### config.mk
export PLATFORM = sky130hd
export DESIGN_NAME = jsc_ensemble_vote_flat
export DESIGN_NICKNAME = d
export VERILOG_FILES = /design/src/rtl/jsc_ensemble_vote_pkg.sv /design/src/rtl/jsc_ensemble_vote_if.sv /design/src/rtl/jsc_ensemble_vote_argmax.sv /design/src/rtl/jsc_ensemble_vote.sv /design/src/flat_wrapper.sv
export SDC_FILE = /design/constraint.sdc
export NUM_CORES = 1
export LEC_CHECK = 0
export ABC_CLOCK_PERIOD_IN_PS = 2500
export BUFFER_PORTS_ARGS = -buffer_cell sky130_fd_sc_hd__buf_2
export CORE_ASPECT_RATIO = 0.5
export CORE_MARGIN = 1
export CORE_UTILIZATION = 55
export CTS_BUF_LIST = sky130_fd_sc_hd__clkbuf_8
export CTS_CLUSTER_DIAMETER = 120
export DETAILED_ROUTE_END_ITERATION = 6
export PLACE_DENSITY = 0.88
export SYNTH_ARGS = -nofsm -noshare
export SYNTH_HDL_FRONTEND = slang
export SYNTH_SLANG_ARGS = --single-unit
### constraint.sdc
create_clock -name clk -period 2.5 [get_ports clk]
set_input_delay 0.75 -clock clk [delete_from_list [all_inputs] [get_ports clk]]
set_output_delay 0.75 -clock clk [all_outputs]
set_load 0.03 [all_outputs]
### src/rtl/jsc_ensemble_vote_pkg.sv
// Shared constants, FSM state type and width helper for the ensemble vote block.
package jsc_ensemble_pkg;

  localparam int NUM_CLASSES = 5;
  localparam int ACT_W       = 2;
  localparam int NUM_MEMBERS = 4;

  typedef enum logic [1:0] {
    ACCUM  = 2'd0,
    ARGMAX = 2'd1,
    HOLD   = 2'd2
  } state_t;

  // Ceiling log2, returns 0 for v <= 1.
  function automatic int clog2(input int v);
    int r;
    r = 0;
    for (int x = v - 1; x > 0; x = x >> 1) begin
      r++;
    end
    return r;
  endfunction

endpackage

### src/rtl/jsc_ensemble_vote_if.sv
// Beat input and result output handshakes of the ensemble vote block.
interface jsc_ensemble_vote_if
  import jsc_ensemble_pkg::*;
#(
  parameter int NUM_CLASSES = jsc_ensemble_pkg::NUM_CLASSES,
  parameter int ACT_W       = jsc_ensemble_pkg::ACT_W,
  parameter int NUM_MEMBERS = jsc_ensemble_pkg::NUM_MEMBERS,
  parameter int SUM_W       = ACT_W + clog2(NUM_MEMBERS),
  parameter int IDX_W       = clog2(NUM_CLASSES)
);
  logic                           in_valid;
  logic                           in_ready;
  logic [NUM_CLASSES*ACT_W-1:0]   in_data;
  logic                           out_valid;
  logic                           out_ready;
  logic [IDX_W-1:0]               out_class;
  logic [SUM_W-1:0]               out_score;

  // Producer of beats and consumer of results.
  modport master (
    output in_valid, in_data, out_ready,
    input  in_ready, out_valid, out_class, out_score
  );

  // The vote block itself.
  modport slave (
    input  in_valid, in_data, out_ready,
    output in_ready, out_valid, out_class, out_score
  );
endinterface

### src/rtl/jsc_ensemble_vote_argmax.sv
// Serial argmax over the class accumulators plus the registered result.
module jsc_vote_argmax
  import jsc_ensemble_pkg::*;
#(
  parameter int NUM_CLASSES = jsc_ensemble_pkg::NUM_CLASSES,
  parameter int SUM_W       = jsc_ensemble_pkg::ACT_W + clog2(jsc_ensemble_pkg::NUM_MEMBERS),
  parameter int IDX_W       = clog2(NUM_CLASSES)
)(
  input  logic             clk,
  input  logic             rst_n,
  input  logic             start_i,
  input  logic             ack_i,
  input  logic [SUM_W-1:0] acc_i [NUM_CLASSES],
  output logic             done_o,
  output logic             out_valid_o,
  output logic [IDX_W-1:0] out_class_o,
  output logic [SUM_W-1:0] out_score_o
);
  logic             busy_q;
  logic             fin_q;
  logic [IDX_W-1:0] scan_q;
  logic [IDX_W-1:0] best_idx_q;
  logic [SUM_W-1:0] best_q;
  logic [SUM_W-1:0] cand;

  assign cand        = acc_i[scan_q];
  assign done_o      = fin_q;

  // Scan one class per cycle; strict '>' keeps the lowest index on ties.
  // The result is captured one cycle after the last compare.
  always_ff @(posedge clk or negedge rst_n) begin
    if (!rst_n) begin
      busy_q      <= 1'b0;
      fin_q       <= 1'b0;
      scan_q      <= '0;
      best_idx_q  <= '0;
      best_q      <= '0;
      out_valid_o <= 1'b0;
      out_class_o <= '0;
      out_score_o <= '0;
    end else begin
      fin_q <= 1'b0;
      if (start_i) begin
        busy_q     <= 1'b1;
        scan_q     <= '0;
        best_idx_q <= '0;
        best_q     <= '0;
      end else if (busy_q) begin
        if (cand > best_q) begin
          best_q     <= cand;
          best_idx_q <= scan_q;
        end
        if (scan_q == IDX_W'(NUM_CLASSES - 1)) begin
          busy_q <= 1'b0;
          fin_q  <= 1'b1;
        end else begin
          scan_q <= scan_q + IDX_W'(1);
        end
      end
      if (fin_q) begin
        out_valid_o <= 1'b1;
        out_class_o <= best_idx_q;
        out_score_o <= best_q;
      end else if (ack_i) begin
        out_valid_o <= 1'b0;
      end
    end
  end
endmodule

### src/rtl/jsc_ensemble_vote.sv
// Ensemble vote: accumulates per-class scores over NUM_MEMBERS beats,
// then reports the argmax class and its summed score.
module jsc_ensemble_vote
  import jsc_ensemble_pkg::*;
#(
  parameter int NUM_CLASSES = jsc_ensemble_pkg::NUM_CLASSES,
  parameter int ACT_W       = jsc_ensemble_pkg::ACT_W,
  parameter int NUM_MEMBERS = jsc_ensemble_pkg::NUM_MEMBERS,
  parameter int SUM_W       = ACT_W + clog2(NUM_MEMBERS),
  parameter int IDX_W       = clog2(NUM_CLASSES)
)(
  input  logic                clk,
  input  logic                rst_n,
  jsc_ensemble_vote_if.slave  bus
);
  localparam int MCNT_W = (NUM_MEMBERS > 1) ? clog2(NUM_MEMBERS) : 1;

  state_t            state_q, state_d;
  logic              live_q;
  logic [MCNT_W-1:0] mcnt_q, mcnt_d;
  logic [SUM_W-1:0]  acc_q [NUM_CLASSES];
  logic [SUM_W-1:0]  acc_d [NUM_CLASSES];
  logic              in_ready_w;
  logic              accept;
  logic              last_beat;
  logic              out_ack;
  logic              scan_done;
  logic              out_valid_w;

  assign in_ready_w   = live_q && (state_q == ACCUM);
  assign accept       = bus.in_valid && in_ready_w;
  assign last_beat    = accept && (mcnt_q == MCNT_W'(NUM_MEMBERS - 1));
  assign out_ack      = (state_q == HOLD) && out_valid_w && bus.out_ready;
  assign bus.in_ready = in_ready_w;
  assign bus.out_valid = out_valid_w;

  // Phase register; live_q keeps in_ready low until the first edge after reset.
  always_ff @(posedge clk or negedge rst_n) begin
    if (!rst_n) begin
      state_q <= ACCUM;
      live_q  <= 1'b0;
    end else begin
      state_q <= state_d;
      live_q  <= 1'b1;
    end
  end

  // Next phase: ACCUM -> ARGMAX on the last beat, -> HOLD when the scan ends,
  // back to ACCUM once the consumer takes the result.
  always_comb begin
    state_d = state_q;
    unique case (state_q)
      ACCUM:   if (last_beat) state_d = ARGMAX;
      ARGMAX:  if (scan_done) state_d = HOLD;
      HOLD:    if (out_ack)   state_d = ACCUM;
      default: state_d = ACCUM;
    endcase
  end

  // Accumulator and member-count next state: add zero-extended slices per beat,
  // clear when the result is handed off.
  always_comb begin
    acc_d  = acc_q;
    mcnt_d = mcnt_q;
    if (out_ack) begin
      for (int c = 0; c < NUM_CLASSES; c++) acc_d[c] = '0;
      mcnt_d = '0;
    end else if (accept) begin
      for (int c = 0; c < NUM_CLASSES; c++) begin
        acc_d[c] = acc_q[c] + SUM_W'(bus.in_data[c*ACT_W +: ACT_W]);
      end
      mcnt_d = last_beat ? '0 : mcnt_q + MCNT_W'(1);
    end
  end

  // Accumulator and member-count registers; reset discards partial sums.
  always_ff @(posedge clk or negedge rst_n) begin
    if (!rst_n) begin
      for (int c = 0; c < NUM_CLASSES; c++) acc_q[c] <= '0;
      mcnt_q <= '0;
    end else begin
      acc_q  <= acc_d;
      mcnt_q <= mcnt_d;
    end
  end

  jsc_vote_argmax #(
    .NUM_CLASSES (NUM_CLASSES),
    .SUM_W       (SUM_W),
    .IDX_W       (IDX_W)
  ) u_argmax (
    .clk         (clk),
    .rst_n       (rst_n),
    .start_i     (last_beat),
    .ack_i       (out_ack),
    .acc_i       (acc_q),
    .done_o      (scan_done),
    .out_valid_o (out_valid_w),
    .out_class_o (bus.out_class),
    .out_score_o (bus.out_score)
  );
endmodule
### src/flat_wrapper.sv
// flat-port wrapper written by rule: the top's interface ports become plain ports
module jsc_ensemble_vote_flat import jsc_ensemble_pkg::*;
#(
  parameter int NUM_CLASSES = jsc_ensemble_pkg::NUM_CLASSES,
  parameter int ACT_W       = jsc_ensemble_pkg::ACT_W,
  parameter int NUM_MEMBERS = jsc_ensemble_pkg::NUM_MEMBERS,
  parameter int SUM_W       = ACT_W + clog2(NUM_MEMBERS),
  parameter int IDX_W       = clog2(NUM_CLASSES)
)
  (clk, rst_n, bus_in_valid, bus_in_data, bus_out_ready, bus_in_ready, bus_out_valid, bus_out_class, bus_out_score);
  jsc_ensemble_vote_if #(.NUM_CLASSES(NUM_CLASSES), .ACT_W(ACT_W), .NUM_MEMBERS(NUM_MEMBERS), .SUM_W(SUM_W), .IDX_W(IDX_W)) bus_i ();
  input  logic clk;
  input  logic rst_n;
  input wire logic [$bits(bus_i.in_valid)-1:0] bus_in_valid;
  input wire logic [$bits(bus_i.in_data)-1:0] bus_in_data;
  input wire logic [$bits(bus_i.out_ready)-1:0] bus_out_ready;
  output wire logic [$bits(bus_i.in_ready)-1:0] bus_in_ready;
  output wire logic [$bits(bus_i.out_valid)-1:0] bus_out_valid;
  output wire logic [$bits(bus_i.out_class)-1:0] bus_out_class;
  output wire logic [$bits(bus_i.out_score)-1:0] bus_out_score;
  assign bus_i.in_valid = bus_in_valid;
  assign bus_i.in_data = bus_in_data;
  assign bus_i.out_ready = bus_out_ready;
  assign bus_in_ready = bus_i.in_ready;
  assign bus_out_valid = bus_i.out_valid;
  assign bus_out_class = bus_i.out_class;
  assign bus_out_score = bus_i.out_score;
  jsc_ensemble_vote #(.NUM_CLASSES(NUM_CLASSES), .ACT_W(ACT_W), .NUM_MEMBERS(NUM_MEMBERS), .SUM_W(SUM_W), .IDX_W(IDX_W)) u_core (.clk(clk), .rst_n(rst_n), .bus(bus_i));
endmodule
==> results_dict.tcl, run 1 <==
set metrics [dict create \
    synth_flop_cell "dfrtp_1" \
    yosys-top-cells-count "dfrtp_1, inv_1, nand2_1" \
    status "finished with violations" \
    drt_iter0_drc 121 \
    portBuffers 22 \
    place_congestion 0.909 \
    clock_sinks 45 \
    fin_crit_ns 2.44 \
    start_kind "flip-flop" \
    io_pins 23 \
    totalWireLength_um 5400 \
    worstHoldPathType "input port to async pin" \
    ys_warn_count 0 \
    clk_pin_slew_worst_paths_ns 0.09 \
    drtPass1Iterations 7 \
    synthArstFlopShare_pct 100 \
    crit_required_ns 2.73 \
    synthToLayoutAreaGrowth_pct 13.2 \
    max_cap_violations 0 \
    hold_viol 0 \
    violations "design-rule violations" \
    die_h_um 50.2 \
    drive_above_1_share_pct 20.1 \
    cp.arrival_ns 2.67 \
    grt_pass1_vias 1883 \
    fp.dieArea_sq_um 4940 \
    endpoint_kind "flip-flop" \
    path_class "flip-flop to flip-flop" \
    ys_seq_area_share_pct 44.1 \
    via_per_inst 5.62 \
    cts_root_buf "clkbuf_8" \
    critPathMaxFanout 7 \
    period_share_pct 97.6 \
    post-route-drc-count 2 \
    yosysMostFrequentCell "dfrtp_1" \
    synth_edf_count 0 \
    netlist_instances 256 \
    reg2reg_slack_ns 0.06 \
    yosysTopAreaCell "dfrtp_1" \
    setup_viol 0 \
    max_freq_mhz 410 \
    final_net_count 319 \
    fin_util_pct 65.4 \
    netlist_area_sq_um 2560 \
    p_leak_nw 1.37 \
    worstSkewPairLatency_ns 0.31 \
    grt_max_degree 34 \
    cts_max_level 2 \
    ant_nets 0 \
    grt_pass1_wl_um 8960 \
    wl_per_cell_um 15.8 \
    yosys-top-cells-area "dfrtp_1, ha_1, mux2i_1, o21ai_0, fa_1" \
    cts_tree "yes" \
    synth_nets 292 \
    cts_buffers 5 \
    yosys.cell_types.count 40 \
    antenna_found_initial 0 \
    dieWidth_um 98.4 \
    peakVddDrop_v 0.000461 \
    p_per_area_nw_per_um2 1290 \
    synth.top_cell.area_share_pct 44.1 \
    grt_overflow_total 0 \
    track_usage_pct 24.2 \
    worst_slew_pin_slew_ns 0.649 \
    cts.path.max_buffers 2 \
    num_rows 17 \
    dp_hpwl_um 3720 \
    diodes 0 \
    core_area_sq_um 4420 \
    initial_core_util_pct 57.8 \
    placed_cell_area_sq_um 2690 \
    placedCellCount 326 \
    num_vias 1918 \
    final_max_slew_viol_count 0 \
    hold_slack_ns 0.465 \
    fin_worst_skew_ns 0.0111 \
    slew_headroom_pct 56.1 \
    finalInstanceArea_sq_um 2890 \
    fin_cells 341 \
    avgSynthCellArea_sq_um 9.99 \
    yosys_register_bits 45 \
]
-- final cells by class --
class | instances | area [sq um]
clock buffer | 6 | 82.6
clock inverter | 2 | 37.5
fill | 323 | 1530
inverter | 24 | 90.1
multi-input combinational | 174 | 1290
sequential | 45 | 1130
tap | 57 | 71.3
timing repair buffer | 33 | 193
-- cells in the final DEF, fill, tap and decap left out, drive strengths merged, types with 7 or more instances in the layout --
master	Yosys	final
dfrtp	45	45
buf	8	33
inv	24	24
nand2	23	23
o21ai	21	21
a21oi	18	18
ha	17	17
nor2	14	14
nand3	13	13
mux2i	11	11
mux2	7	7
-- critical path: stages, from the launching register on --
cell and delay [ns]:
dfrtp_2 0.47, buf_4 0.18, mux2i_1 0.12, a211o_1 0.28
o31ai_1 0.13, ha_1 0.33, nand4_1 0.13, nand2_1 0.17
a221o_1 0.43, a21oi_2 0.13
-- sequential cells by signal (all words and copies together), names as in the netlist --
register                     count
u_core.acc_q                    20
u_core.u_argmax.best_q           4
u_core.u_argmax.out_score_o      4
u_core.u_argmax.best_idx_q       3
u_core.u_argmax.out_class_o      3
u_core.u_argmax.scan_q           3
u_core.mcnt_q                    2
u_core.state_q                   2
u_core.live_q                    1
u_core.u_argmax.busy_q           1
u_core.u_argmax.done_o           1
u_core.u_argmax.out_valid_o      1
-- logic make-up (layout without fill, tap and decap cells) --
logic type               after synthesis  count (layout)  share of synthesized area (%)
buffers and inverters                 37              65                           6.41
AO/OA/AOI/OAI                         51              51                           11.8
multiplexers                          18              18                           7.39
XOR/XNOR                               6               6                           2.06
AND/OR/NAND/NOR                       76              76                           15.9
flip-flops                            45              45                           44.1
other                                  1               1                          0.147
adder cells (fa/ha/maj)               22              22                           12.2
-- what timing repair did --
action	CTS	global route
setup buffers	0	7
endpoints found under the setup margin	7	7
pin swaps	0	1
gates resized for setup	3	5
hold buffers	0	0
-- layer usage --
| layer | up-vias | GRT usage (%) | part of all wire, % |
|---|---|---|---|
| li1 | 925 | - | - |
| met1 | 928 | 32.0 | 45 |
| met2 | 52 | 38.1 | 48 |
| met3 | 13 | 5.71 | 4.9 |
| met4 | 0 | 11.7 | 2.2 |
| met5 | - | 0 | 0 |
-- power by group --
part           internal (mW)  switching (mW)
logic                  0.821            1.01
registers               1.03           0.300
clock network          0.325           0.248
-- final timing paths --
check,from,end,depth (start not counted)
worst max-delay path,u_core.u_argmax.scan_q[0],u_core.u_argmax.best_q[1],9
worst min-delay path,rst_n,u_core.live_q,1
worst max register to register,u_core.u_argmax.scan_q[0],u_core.u_argmax.best_q[1],9
worst min register to register,u_core.u_argmax.out_score_o[2],u_core.u_argmax.out_score_o[2],1
max in group asynchronous,rst_n,u_core.acc_q[7],2
min in group clk,u_core.u_argmax.out_score_o[2],u_core.u_argmax.out_score_o[2],1
-- per-stage QoR --
stage,setup WS (ns),setup TNS (ns),power (mW)
floorplan,0.193,0,2.47
global placement,0.0321,0,2.75
detailed placement,-0.154,-0.814,2.88
CTS,0.0236,0,3.51
global route,-0.0144,-0.0172,4.01
finish,0.0591,0,3.73
(Power assumes the default switching activity.)
==> run 2: changes to the inputs <==
ABC_CLOCK_PERIOD_IN_PS = 2600   (was 2500)
CORE_UTILIZATION = 61   (was 55)
PLACE_DENSITY = 0.91   (was 0.88)
clock period = 2.6 ns   (was 2.5 ns; I/O delays follow)
==> run 2 against run 1 <==
The flow now finishes without violations. Critical path depth is 1 higher. Sequential share of layout area is 1.2 points higher. First-iteration DRC count is 17% higher. Fmax is 2.7% lower. Combinational power is 13% lower. Global-route usage is 1.7 points higher. Clock power is 21% lower. Power is 10% lower. Worst setup slack better by 0.033 ns. Cell count is 2.9% lower. Final area is 3.0% lower. Largest power group unchanged. Highest routed layer unchanged.
==> results_dict.tcl, run 2 (synthesis results as in run 1) <==
set metrics [dict create \
    cts_buffers 5 \
    track_usage_pct 25.8 \
    grt_overflow_total 0 \
    p_per_area_nw_per_um2 1200 \
    ant_nets 0 \
    fin_crit_ns 2.51 \
    status "finished, final reports clean" \
    cts_max_level 2 \
    max_cap_violations 0 \
    wl_per_cell_um 16.1 \
    finalPower_mw 3.36 \
    max_freq_mhz 399 \
    worst_slew_pin_slew_ns 0.679 \
    grt_pass1_wl_um 8400 \
    fin_worst_skew_ns 0.0118 \
    cts_root_buf "clkbuf_8" \
    cp.arrival_ns 2.73 \
    hold_buffers 0 \
    initial_core_util_pct 64.5 \
    core_area_sq_um 3960 \
    path_class "flip-flop to flip-flop" \
    critPathMaxFanout 10 \
    diodes 0 \
    dp_hpwl_um 3700 \
    cp-startpoint "u_core.u_argmax.scan_q[2]" \
    final_cell_mix "dfrtp_1, inv_1, nand2_1" \
    setup_viol 0 \
    num_rows 16 \
    layout_commonest_cell "dfrtp_1" \
    drtPass1Iterations 5 \
    grt_max_degree 46 \
    dieWidth_um 93.5 \
    hold_start "u_core.u_argmax.out_score_o[3]" \
    finalInstanceArea_sq_um 2810 \
    num_vias 1967 \
    synthToLayoutAreaGrowth_pct 9.74 \
    final_max_slew_viol_count 0 \
    period_share_pct 96.4 \
    place_congestion 0.921 \
    worstHoldPathType "flip-flop to flip-flop" \
    p_leak_nw 1.33 \
    fp.dieArea_sq_um 4470 \
    grt_pass1_vias 1779 \
    clock_sinks 45 \
    peakVddDrop_v 0.000458 \
    reg2reg_from "u_core.u_argmax.scan_q[2]" \
    post-route-drc-count 0 \
    die_h_um 47.8 \
    post-cts-setup-buffer-count 0 \
    via_per_inst 5.94 \
    hold_viol 0 \
    crit_required_ns 2.82 \
    placed_cell_area_sq_um 2690 \
    drt_iter0_drc 141 \
    io_pins 23 \
    endpoint_kind "flip-flop" \
    regMostFlops "u_core.acc_q" \
    totalWireLength_um 5340 \
    drive_above_1_share_pct 17.3 \
    largest_registers "u_core.acc_q x20, u_core.u_argmax.best_q x4, u_core.u_argmax.out_score_o x4" \
    final_net_count 312 \
    clk_pin_slew_worst_paths_ns 0.09 \
    worstSkewPairLatency_ns 0.30 \
    cts.path.max_buffers 2 \
    start_kind "flip-flop" \
    cts_tree "yes" \
    portBuffers 22 \
    largest_register_ffs 20 \
    antenna_found_initial 0 \
    slew_headroom_pct 54.1 \
    cts-resized-gates 3 \
]
## run 2: cell types whose count changed in the layout (fill, tap and decap cells not counted)
cell / change
a21oi_1: +1
a21oi_2: -1
buf_4: -7
bufinv_16: -1
clkinv_2: +1
clkinv_4: +1
clkinvlp_4: -1
o21ai_0: +1
o21ai_2: -1
## run 2: per-layer routing
metal	part of all wire, %	track usage [%]	vias up
li1	-	-	913
met3	5.3	5.71	12
met2	49	46.3	73
met5	0	0	-
met4	1.8	12.3	0
met1	44	31.5	969
## run 2: layout make-up
cell class,count,area (sq um)
Tap cell,54,67.6
Clock buffer,6,82.6
Timing Repair Buffer,26,140
Fill cell,280,1160
Clock inverter,2,13.8
Sequential cell,45,1130
Inverter,24,90.1
Multi-Input combinational cell,174,1280
## run 2: report_power, final
part | leakage, nW | internal (mW) | switching (mW)
Clock | 0.0512 | 0.216 | 0.239
Combinational | 0.713 | 0.682 | 0.910
Sequential | 0.565 | 0.991 | 0.324
Total | 1.33 | 1.89 | 1.47
## run 2: through the flow
| step | TNS (ns) | utilization, % | std cells | hold WS (ns) | setup WS (ns) |
|---|---|---|---|---|---|
| 2_1_floorplan | 0 | - | 256 | 0.471 | 0.293 |
| 3_3_place_gp | 0 | 67.9 | 323 | 0.489 | 0.200 |
| 3_5_place_dp | -0.315 | 67.9 | 323 | 0.500 | -0.0786 |
| 4_1_cts | 0 | 70.6 | 331 | 0.520 | 0.0300 |
| 5_1_grt | -0.00339 | 70.8 | 331 | 0.537 | -0.00339 |
| 6_report | 0 | 70.8 | 331 | 0.512 | 0.0925 |
## run 2: worst paths after layout
kind	depth (start not counted)	slack [ns]	end
worst max register to register	10	0.09	u_core.u_argmax.best_idx_q[0]
worst min-delay path	1	0.51	u_core.u_argmax.out_score_o[3]
worst max-delay path	10	0.09	u_core.u_argmax.best_idx_q[0]
min in group asynchronous	2	0.54	u_core.u_argmax.out_class_o[0]
max in group asynchronous	2	1.62	u_core.u_argmax.scan_q[0]
worst min register to register	1	0.51	u_core.u_argmax.out_score_o[3]
## run 2: worst max-delay path, stage by stage, from the launching register on
cell and delay, ns:
dfrtp_2 0.50, buf_4 0.19, nand3b_1 0.08, o21ai_0 0.07
o21ai_0 0.33, inv_1 0.09, ha_1 0.33, nand4_1 0.13
nand2_1 0.19, a21oi_4 0.27, mux2i_1 0.24
